===== src/rtl/udm_uart_pkg.sv =====
// Shared UART definitions for the UDM receive path and the future transmitter.
package udm_uart_pkg;

  typedef enum logic [2:0] {
    ST_IDLE,
    ST_START,
    ST_DATA,
    ST_STOP,
    ST_BREAK
  } uart_state_e;

  localparam int unsigned UART_DATA_BITS  = 8;
  localparam int unsigned UART_MIN_PERIOD = 4;

endpackage


===== src/rtl/udm_sync2.sv =====
// Two-flop synchronizer for a single asynchronous input with a configurable reset value.
module udm_sync2 #(
  parameter logic RESET_VAL = 1'b1
) (
  input  logic clk_i,
  input  logic arstn_i,
  input  logic d_i,
  output logic q_o
);

  logic meta_q, meta_d;
  logic sync_q, sync_d;

  always_comb begin
    meta_d = d_i;
    sync_d = meta_q;
  end

  always_ff @(posedge clk_i or negedge arstn_i) begin
    if (!arstn_i) begin
      meta_q <= RESET_VAL;
      sync_q <= RESET_VAL;
    end else begin
      meta_q <= meta_d;
      sync_q <= sync_d;
    end
  end

  assign q_o = sync_q;

endmodule


===== src/rtl/udm_uart_rx.sv =====
// 8N1 UART receiver with a runtime bit period, one-byte holding register and
// framing-error / overrun pulses.
module udm_uart_rx
  import udm_uart_pkg::*;
#(
  parameter int unsigned PERIOD_W   = 16,
  parameter int unsigned MIN_PERIOD = UART_MIN_PERIOD
) (
  input  logic                      clk_i,
  input  logic                      arstn_i,
  input  logic                      rx_i,
  input  logic [PERIOD_W-1:0]       bitperiod_i,
  output logic [UART_DATA_BITS-1:0] data_o,
  output logic                      valid_o,
  input  logic                      ready_i,
  output logic                      ferr_o,
  output logic                      overrun_o,
  output logic                      busy_o
);

  localparam logic [PERIOD_W-1:0] MIN_P    = PERIOD_W'(MIN_PERIOD);
  localparam logic [PERIOD_W-1:0] ONE_P    = PERIOD_W'(1);
  localparam logic [2:0]          LAST_BIT = 3'(UART_DATA_BITS - 1);

  logic rxs;

  udm_sync2 #(.RESET_VAL(1'b1)) u_sync (
    .clk_i   (clk_i),
    .arstn_i (arstn_i),
    .d_i     (rx_i),
    .q_o     (rxs)
  );

  uart_state_e               state_q, state_d;
  logic [PERIOD_W-1:0]       cnt_q, cnt_d;
  logic [PERIOD_W-1:0]       period_q, period_d;
  logic [2:0]                bitidx_q, bitidx_d;
  logic [UART_DATA_BITS-1:0] shift_q, shift_d;
  logic [UART_DATA_BITS-1:0] data_q, data_d;
  logic                      valid_q, valid_d;
  logic                      ferr_q, ferr_d;
  logic                      ovr_q, ovr_d;
  logic [PERIOD_W-1:0]       period_in;
  logic                      cnt_zero;

  always_comb begin
    period_in = (bitperiod_i < MIN_P) ? MIN_P : bitperiod_i;
    cnt_zero  = (cnt_q == '0);
    state_d   = state_q;
    cnt_d     = cnt_zero ? cnt_q : cnt_q - ONE_P;
    period_d  = period_q;
    bitidx_d  = bitidx_q;
    shift_d   = shift_q;
    data_d    = data_q;
    valid_d   = valid_q;
    ferr_d    = 1'b0;
    ovr_d     = 1'b0;

    if (valid_q && ready_i) valid_d = 1'b0;

    unique case (state_q)
      ST_IDLE: begin
        if (!rxs) begin
          period_d = period_in;
          cnt_d    = (period_in >> 1) - ONE_P;
          state_d  = ST_START;
        end
      end
      ST_START: begin
        if (cnt_zero) begin
          if (rxs) begin
            state_d = ST_IDLE;
          end else begin
            cnt_d    = period_q - ONE_P;
            bitidx_d = '0;
            state_d  = ST_DATA;
          end
        end
      end
      ST_DATA: begin
        if (cnt_zero) begin
          shift_d  = {rxs, shift_q[UART_DATA_BITS-1:1]};
          cnt_d    = period_q - ONE_P;
          bitidx_d = bitidx_q + 3'd1;
          if (bitidx_q == LAST_BIT) state_d = ST_STOP;
        end
      end
      ST_STOP: begin
        if (cnt_zero) begin
          if (rxs) begin
            // A same-cycle accept frees the holding register, so the new byte wins.
            if (!valid_q || ready_i) begin
              data_d  = shift_q;
              valid_d = 1'b1;
            end else begin
              ovr_d = 1'b1;
            end
            state_d = ST_IDLE;
          end else begin
            ferr_d  = 1'b1;
            state_d = ST_BREAK;
          end
        end
      end
      ST_BREAK: begin
        if (rxs) state_d = ST_IDLE;
      end
      default: state_d = ST_IDLE;
    endcase
  end

  always_ff @(posedge clk_i or negedge arstn_i) begin
    if (!arstn_i) begin
      state_q  <= ST_IDLE;
      cnt_q    <= '0;
      period_q <= '0;
      bitidx_q <= '0;
      shift_q  <= '0;
      data_q   <= '0;
      valid_q  <= 1'b0;
      ferr_q   <= 1'b0;
      ovr_q    <= 1'b0;
    end else begin
      state_q  <= state_d;
      cnt_q    <= cnt_d;
      period_q <= period_d;
      bitidx_q <= bitidx_d;
      shift_q  <= shift_d;
      data_q   <= data_d;
      valid_q  <= valid_d;
      ferr_q   <= ferr_d;
      ovr_q    <= ovr_d;
    end
  end

  assign data_o    = data_q;
  assign valid_o   = valid_q;
  assign ferr_o    = ferr_q;
  assign overrun_o = ovr_q;
  assign busy_o    = (state_q != ST_IDLE);

endmodule


===== config.mk =====
export PLATFORM = sky130hd
export DESIGN_NAME = udm_uart_rx
export DESIGN_NICKNAME = d
export VERILOG_FILES = /design/src/rtl/udm_uart_pkg.sv /design/src/rtl/udm_sync2.sv /design/src/rtl/udm_uart_rx.sv
export SDC_FILE = /design/constraint.sdc
export NUM_CORES = 1
export LEC_CHECK = 0
export ABC_AREA = 0
export CORE_MARGIN = 4
export CORE_UTILIZATION = 47
export DETAILED_ROUTE_END_ITERATION = 16
export PLACE_DENSITY_LB_ADDON = 0.05
export SLEW_MARGIN = 20
export SYNTH_ARGS = -nofsm -noshare
export SYNTH_HDL_FRONTEND = slang
export SYNTH_SLANG_ARGS = --single-unit

===== constraint.sdc =====
create_clock -name clk_i -period 2.2 [get_ports clk_i]
set_clock_uncertainty 0.2 [all_clocks]
set_input_delay 0.22 -clock clk_i [delete_from_list [all_inputs] [get_ports clk_i]]
set_output_delay 0.22 -clock clk_i [all_outputs]
set_load 0.1 [all_outputs]

# After elaboration in Yosys (flattened, before gate mapping)
# Cells that the tools add are included.
# word_totals
regBits,59
latch_bits,0
mem_bits_rw,0
rom_bits,0
in_bits,20
output_inout_bits,12
word_cells,73
n_memories,0
# classes
add_sub_neg,4
n_mul,0
div_mod_pow,0
magnitude_cmp,1
eq_ne,12
shifts,0
mux,32
n_bitwise,1
n_reduce_logical,12
# op_table
op,count
$mux 16,6
$pmux 16 s3,1
$sub 16x1->16 const B,2
$mux 3,10
$logic_not 16->1,1
$lt 16x3->1 const B,1
$sub 15x1->16 const B,1
$pmux 3 s5,1
$mux 1,12
$ne 2x2->1 const B,6
$reduce_and 4->1,2
$eq 3x2->1 const B,2
$eq 3x3->1 const B,2
$pmux 3 s2,1
$reduce_and 6->1,1
$reduce_and 2->1,2
$add 3x1->3 const B,1
$eq 3x1->1 const B,1
$logic_not 3->1,1
$reduce_bool 3->1,1
$mux 2,1
$ne 2x1->1 const B,1
$reduce_bool 2->1,1
$logic_and 1x1->1,1
3 further kinds,3

# Logic depth before layout (Yosys ltp)
# logic_depth
ltp_word,6
ltp_mapped,10
ltp_nobuf,9

# By module
# From an unflattened synthesis, not the netlist that was laid out.
# unflattened
hier_cells,365
hier_area_um2,3519.6
# by_module_without_submodules
mod,n_inst,cells_each,area_each_um2,seq_area_each_um2
udm_uart_rx,1,363,3467.1,1426.4
udm_sync2,1,2,52.6,52.6

# Least setup slack after synthesis
# OpenSTA, ideal clock, no wires.
# synth_timing
kind,input-to-reg
startpoint,input bitperiod_i[7]
endpoint,register cnt_q[10]
setup_ps,142
arrival_time_ps,2002
required_time_ps,1858
slack_ps,-143
path_stages,10
path_buffers,1
path_cell_list,clkbuf_1 nor4_1 nand4_1 nand2_1 ha_1 nor2b_1 nand2_1 nor2_1 xnor2_1 o221ai_1
# synth_via
elab_chain_len,5
# synth_lines
element,line_no,source
"start, declared",udm_uart_rx.sv:12,"input logic [PERIOD_W-1:0] bitperiod_i,"
$lt 16x3->1,udm_uart_rx.sv:47,period_in = (bitperiod_i < MIN_P) ? MIN_P : bitperiod_i;
$mux 16 (*),udm_uart_rx.sv:47,
$sub 15x1->16 (*),udm_uart_rx.sv:65,cnt_d = (period_in >> 1) - ONE_P;
$mux 16 (*),udm_uart_rx.sv:63,if (!rxs) begin
$pmux 16 s3 (*),udm_uart_rx.sv:61,unique case (state_q)
net cnt_d[10],udm_uart_rx.sv:35,"logic [PERIOD_W-1:0] cnt_q, cnt_d;"
"end signal, assigned",udm_uart_rx.sv:125,cnt_q <= cnt_d;
"end, declared",udm_uart_rx.sv:35,
# The timed path passes the listed nets; every way through them passes the cells marked *.
# A chain may end at the register's enable or synchronous reset.

# Worst setup path after layout
# layout_timing
startpoint,register cnt_q[0]
endpoint,register data_q[6] (netlist: data_o[6])
# layout_via
elab_chain_len,2
# layout_lines
element,line_no,source
$logic_not 16->1,udm_uart_rx.sv:48,cnt_zero = (cnt_q == '0);
$reduce_and 4->1 (no source line),n/a,
"end signal, assigned",udm_uart_rx.sv:129,data_q <= data_d;
"end, declared",udm_uart_rx.sv:39,"logic [UART_DATA_BITS-1:0] data_q, data_d;"
# No other way between the ends.

==> results by group <==
Placement
  – Post-Place Setup Slack: -0.5520 ns
  – Routability Congestion: roughly 0.87
  – Port Buffer Count: 31
  – Post-DP HPWL: about 6000 µm
  – Post-Place Cell Area: about 4300 µm²

Drt
  – Drc violations: 0
  – Met3 wire len: 445 µm
  – DRT iter0 DRCs: approximately 150
  – Routed len/inst: 15.29 µm
  – DR WL met2: roughly 3800 µm
  – Total length of routed wires: 8564 µm
  – Top routing layer in use: met4
  – DR vias/cell: between 5 and 6
  – DR vias: around 3000
  – Initial DRT Pass Iterations: 4
  – Routed Antenna Nets: 0
  – DRT met1 WL: approximately 4300 µm

Logic synthesis
  – Synth Flop Type: dfrtp_1
  – Mapped cell area: ~3400 µm²
  – Post-synthesis area per instance: ~9.4 µm²
  – Top post-synthesis cells by area: dfrtp_1 (42%), nand2_1 (7.6%), mux2_2 (5.7%)
  – Number of synthesis warnings: 0
  – Cells after Synth: 360
  – Distinct cells, synth: 52
  – Post-synth EDFFs: 0
  – FFs w/ async S/R, synth: 100.0%
  – FF+latch count, synth: slightly below 60
  – Syn_nets: ~390
  – Seq/Total Area, Yosys: a little over two fifths
  – Area share of the largest cell type after synthesis: between 40% and 50%
  – Largest area contributor in the netlist: dfrtp_1

Timing
  – Finish-stage setup viols: 0
  – Fmax: approximately 0.46 GHz
  – Final Cycle Share: 99.71%
  – Relative slew slack: approximately three fifths
  – Setup WS post-layout: about 0.0063 ns
  – Period minus WS final: about 2.2 ns
  – Count of pins over their slew limit: 0
  – Final hold vios: 0
  – Worst-Margin Slew: about 0.58 ns
  – RSZ-0062 raised after global routing: true
  – Final setup TNS: 0 ns

Pwr
  – Peak VDD IR: slightly below 0.5 mV
  – Pwr dens: ~650 nW/µm²
  – Pleak: about 2.1 nW
  – Tot Pwr: approximately 3.1 mW

Status
  – Status: complete, no violations

Global route
  – Overall Global Routing Usage: about a fifth
  – Largest net degree at the start of global routing: 37
  – First-pass GRT wire length: about 14000 µm
  – Vias in the first global route: 2889
  – Initial antenna violation count: 0
  – Gr ovfl total: 0

Cells and area
  – Number of diodes: 0
  – Util after Layout: between 60% and 70%
  – Final nets: 484
  – Fin area: approximately 4800 µm²
  – Share of cells above drive strength 1: approximately 34%
  – Layout Area Growth over Synthesis: 41.48%

Clocking
  – Worst-Skew Late Latency: 0.34 ns
  – Reg clk slew, reported paths: 0.07 ns
  – Sink Count: 59
  – Clock Tree Root: clkbuf_8
  – Num CTS Buffers: 9
  – CTS max path bufs: 2
  – TritonCTS clock tree: done
  – H-Tree Depth: 3

Critical path
  – CP Launch Type: flip-flop
  – CP Max Fanout: 8
  – WS Path Type: flip-flop to flip-flop
  – Crit path capture type: flip-flop
  – Critical path required time: roughly 2.2 ns
  – CP Data Arrival Time: 2.22 ns

Floorplan
  – Die ar.: 8608 µm²
  – Num rows: 30
  – # IOs: 32
  – Core area: around 7000 µm²
  – Starting Density: 48.91%
  – Width of the die: between 90 and 100 µm
  – Die height: 92.78 µm

Hold path
  – Tightest Hold Check Type: input port to flip-flop

Job
  – Max-Cap Viols: 0
-- report_power, final --
part,switching [mW],internal (mW)
Sequential,0.125,1.20
Combinational,0.315,0.346
Clock,0.464,0.645
-- registers in the layout, summed over array words and instances, names as in the netlist --
register,cells
cnt_q,16
period_q,16
data_o,8
shift_q,8
bitidx_q,3
state_q,3
ferr_o,1
overrun_o,1
u_sync.meta_q,1
u_sync.q_o,1
valid_o,1
-- stage by stage --
step | std cells | hold WS, ns
2_1_floorplan | 360 | -0.2756
3_3_place_gp | 536 | 0.04926
3_5_place_dp | 536 | 0.05929
4_1_cts | 556 | 0.06983
5_1_grt | 560 | 0.06703
6_report | 560 | 0.08231
-- cells by family (layout without fill, tap and decap cells) --
group           after synthesis  count (layout)  synth area share, %
buf+inv                      26             130                3.222
flops                        59              59                43.78
simple gates                169             169                25.96
xor+xnor                     30              30                7.778
fa+ha+maj                     5               5                1.852
compound gates               52              52                11.15
mux                          19              19                6.259
-- synth_stat cells, types with 2 or more instances --
library cell and instances:
a211oi_1 2, a21o_1 5, a21oi_1 7, and3_1 2, and4_1 2, buf_2 3, buf_4 2, clkbuf_1 12
dfrtp_1 57, dfstp_2 2, ha_1 5, inv_1 9, mux2_2 17, mux2i_1 2, nand2_1 68, nand2b_1 2
nand3_1 8, nand3b_1 2, nand4_1 4, nor2_1 25, nor2b_1 7, nor3_1 17, nor3b_1 4, nor4_1 6
nor4b_1 2, nor4b_2 2, o211ai_1 6, o21a_1 2, o21ai_0 9, o221ai_1 10, o31ai_1 2, or3_1 4
or4_1 5, or4_4 2, xnor2_1 20, xor2_1 10
-- placed cells by master (no fill, tap or decap), types with 3 or more instances in the layout --
master	count
a21o_1	5
a21oi_1	6
buf_12	4
buf_4	76
buf_6	5
clkbuf_8	9
clkdlybuf4s50_1	14
clkinv_4	3
dfrtp_1	57
dlymetal6s2s_1	4
ha_1	3
inv_1	8
mux2_4	16
nand2_1	66
nand3_1	7
nand4_1	4
nor2_1	23
nor2b_1	4
nor3_1	15
nor3b_1	4
nor4_4	3
o211ai_1	6
o21ai_0	9
o221ai_1	10
or3_1	4
or4_4	6
xnor2_1	20
xor2_1	10
-- final cells by class --
cell class,count,area [µm²]
fillers,565,2127
repair buffers,105,912.1
flip-flops and latches,59,1479
well taps,96,120.1
multi-input cells,275,2011
clock inverters,7,100.1
inverters,9,33.78
clock buffers,9,123.9
-- per-layer routing --
metal,GRT usage [%],up-vias
li1,-,1482
met1,31.21,1457
met2,29.45,64
met3,4.874,5
met4,5.861,0
met5,0,-
-- worst max-delay path, cell delays in order, from the launching register on --
cell and delay (ns):
dfrtp_1 0.39, inv_2 0.07, ha_2 0.17, nor4b_4 0.27, and4_4 0.30, nand3_2 0.08, nor2b_2 0.13, buf_6 0.17
mux2_4 0.31
-- final timing paths --
check / cells after the start / slack [ns] / startpoint / endpoint
setup / recovery: 8 / 0.006 / cnt_q[0] / data_o[6]
hold / removal: 1 / 0.08 / rx_i / u_sync.meta_q
setup reg to reg: 8 / 0.006 / cnt_q[0] / data_o[6]
hold reg to reg: 0 / 0.16 / u_sync.meta_q / u_sync.q_o
max in group asynchronous: 3 / 0.93 / arstn_i / u_sync.meta_q
min in group asynchronous: 2 / 0.21 / arstn_i / state_q[2]
-- timing repair --
action / in CTS / in global routing
cloned: 1 / 0
pin swaps: 3 / 12
hold buffers: 1 / 0
setup buffers: 2 / 4
resized for setup: 11 / 43
hold endpoints to repair: 23 / 0
setup endpoints to repair: 26 / 32
No activity file was read; power rests on OpenSTA's default activity.
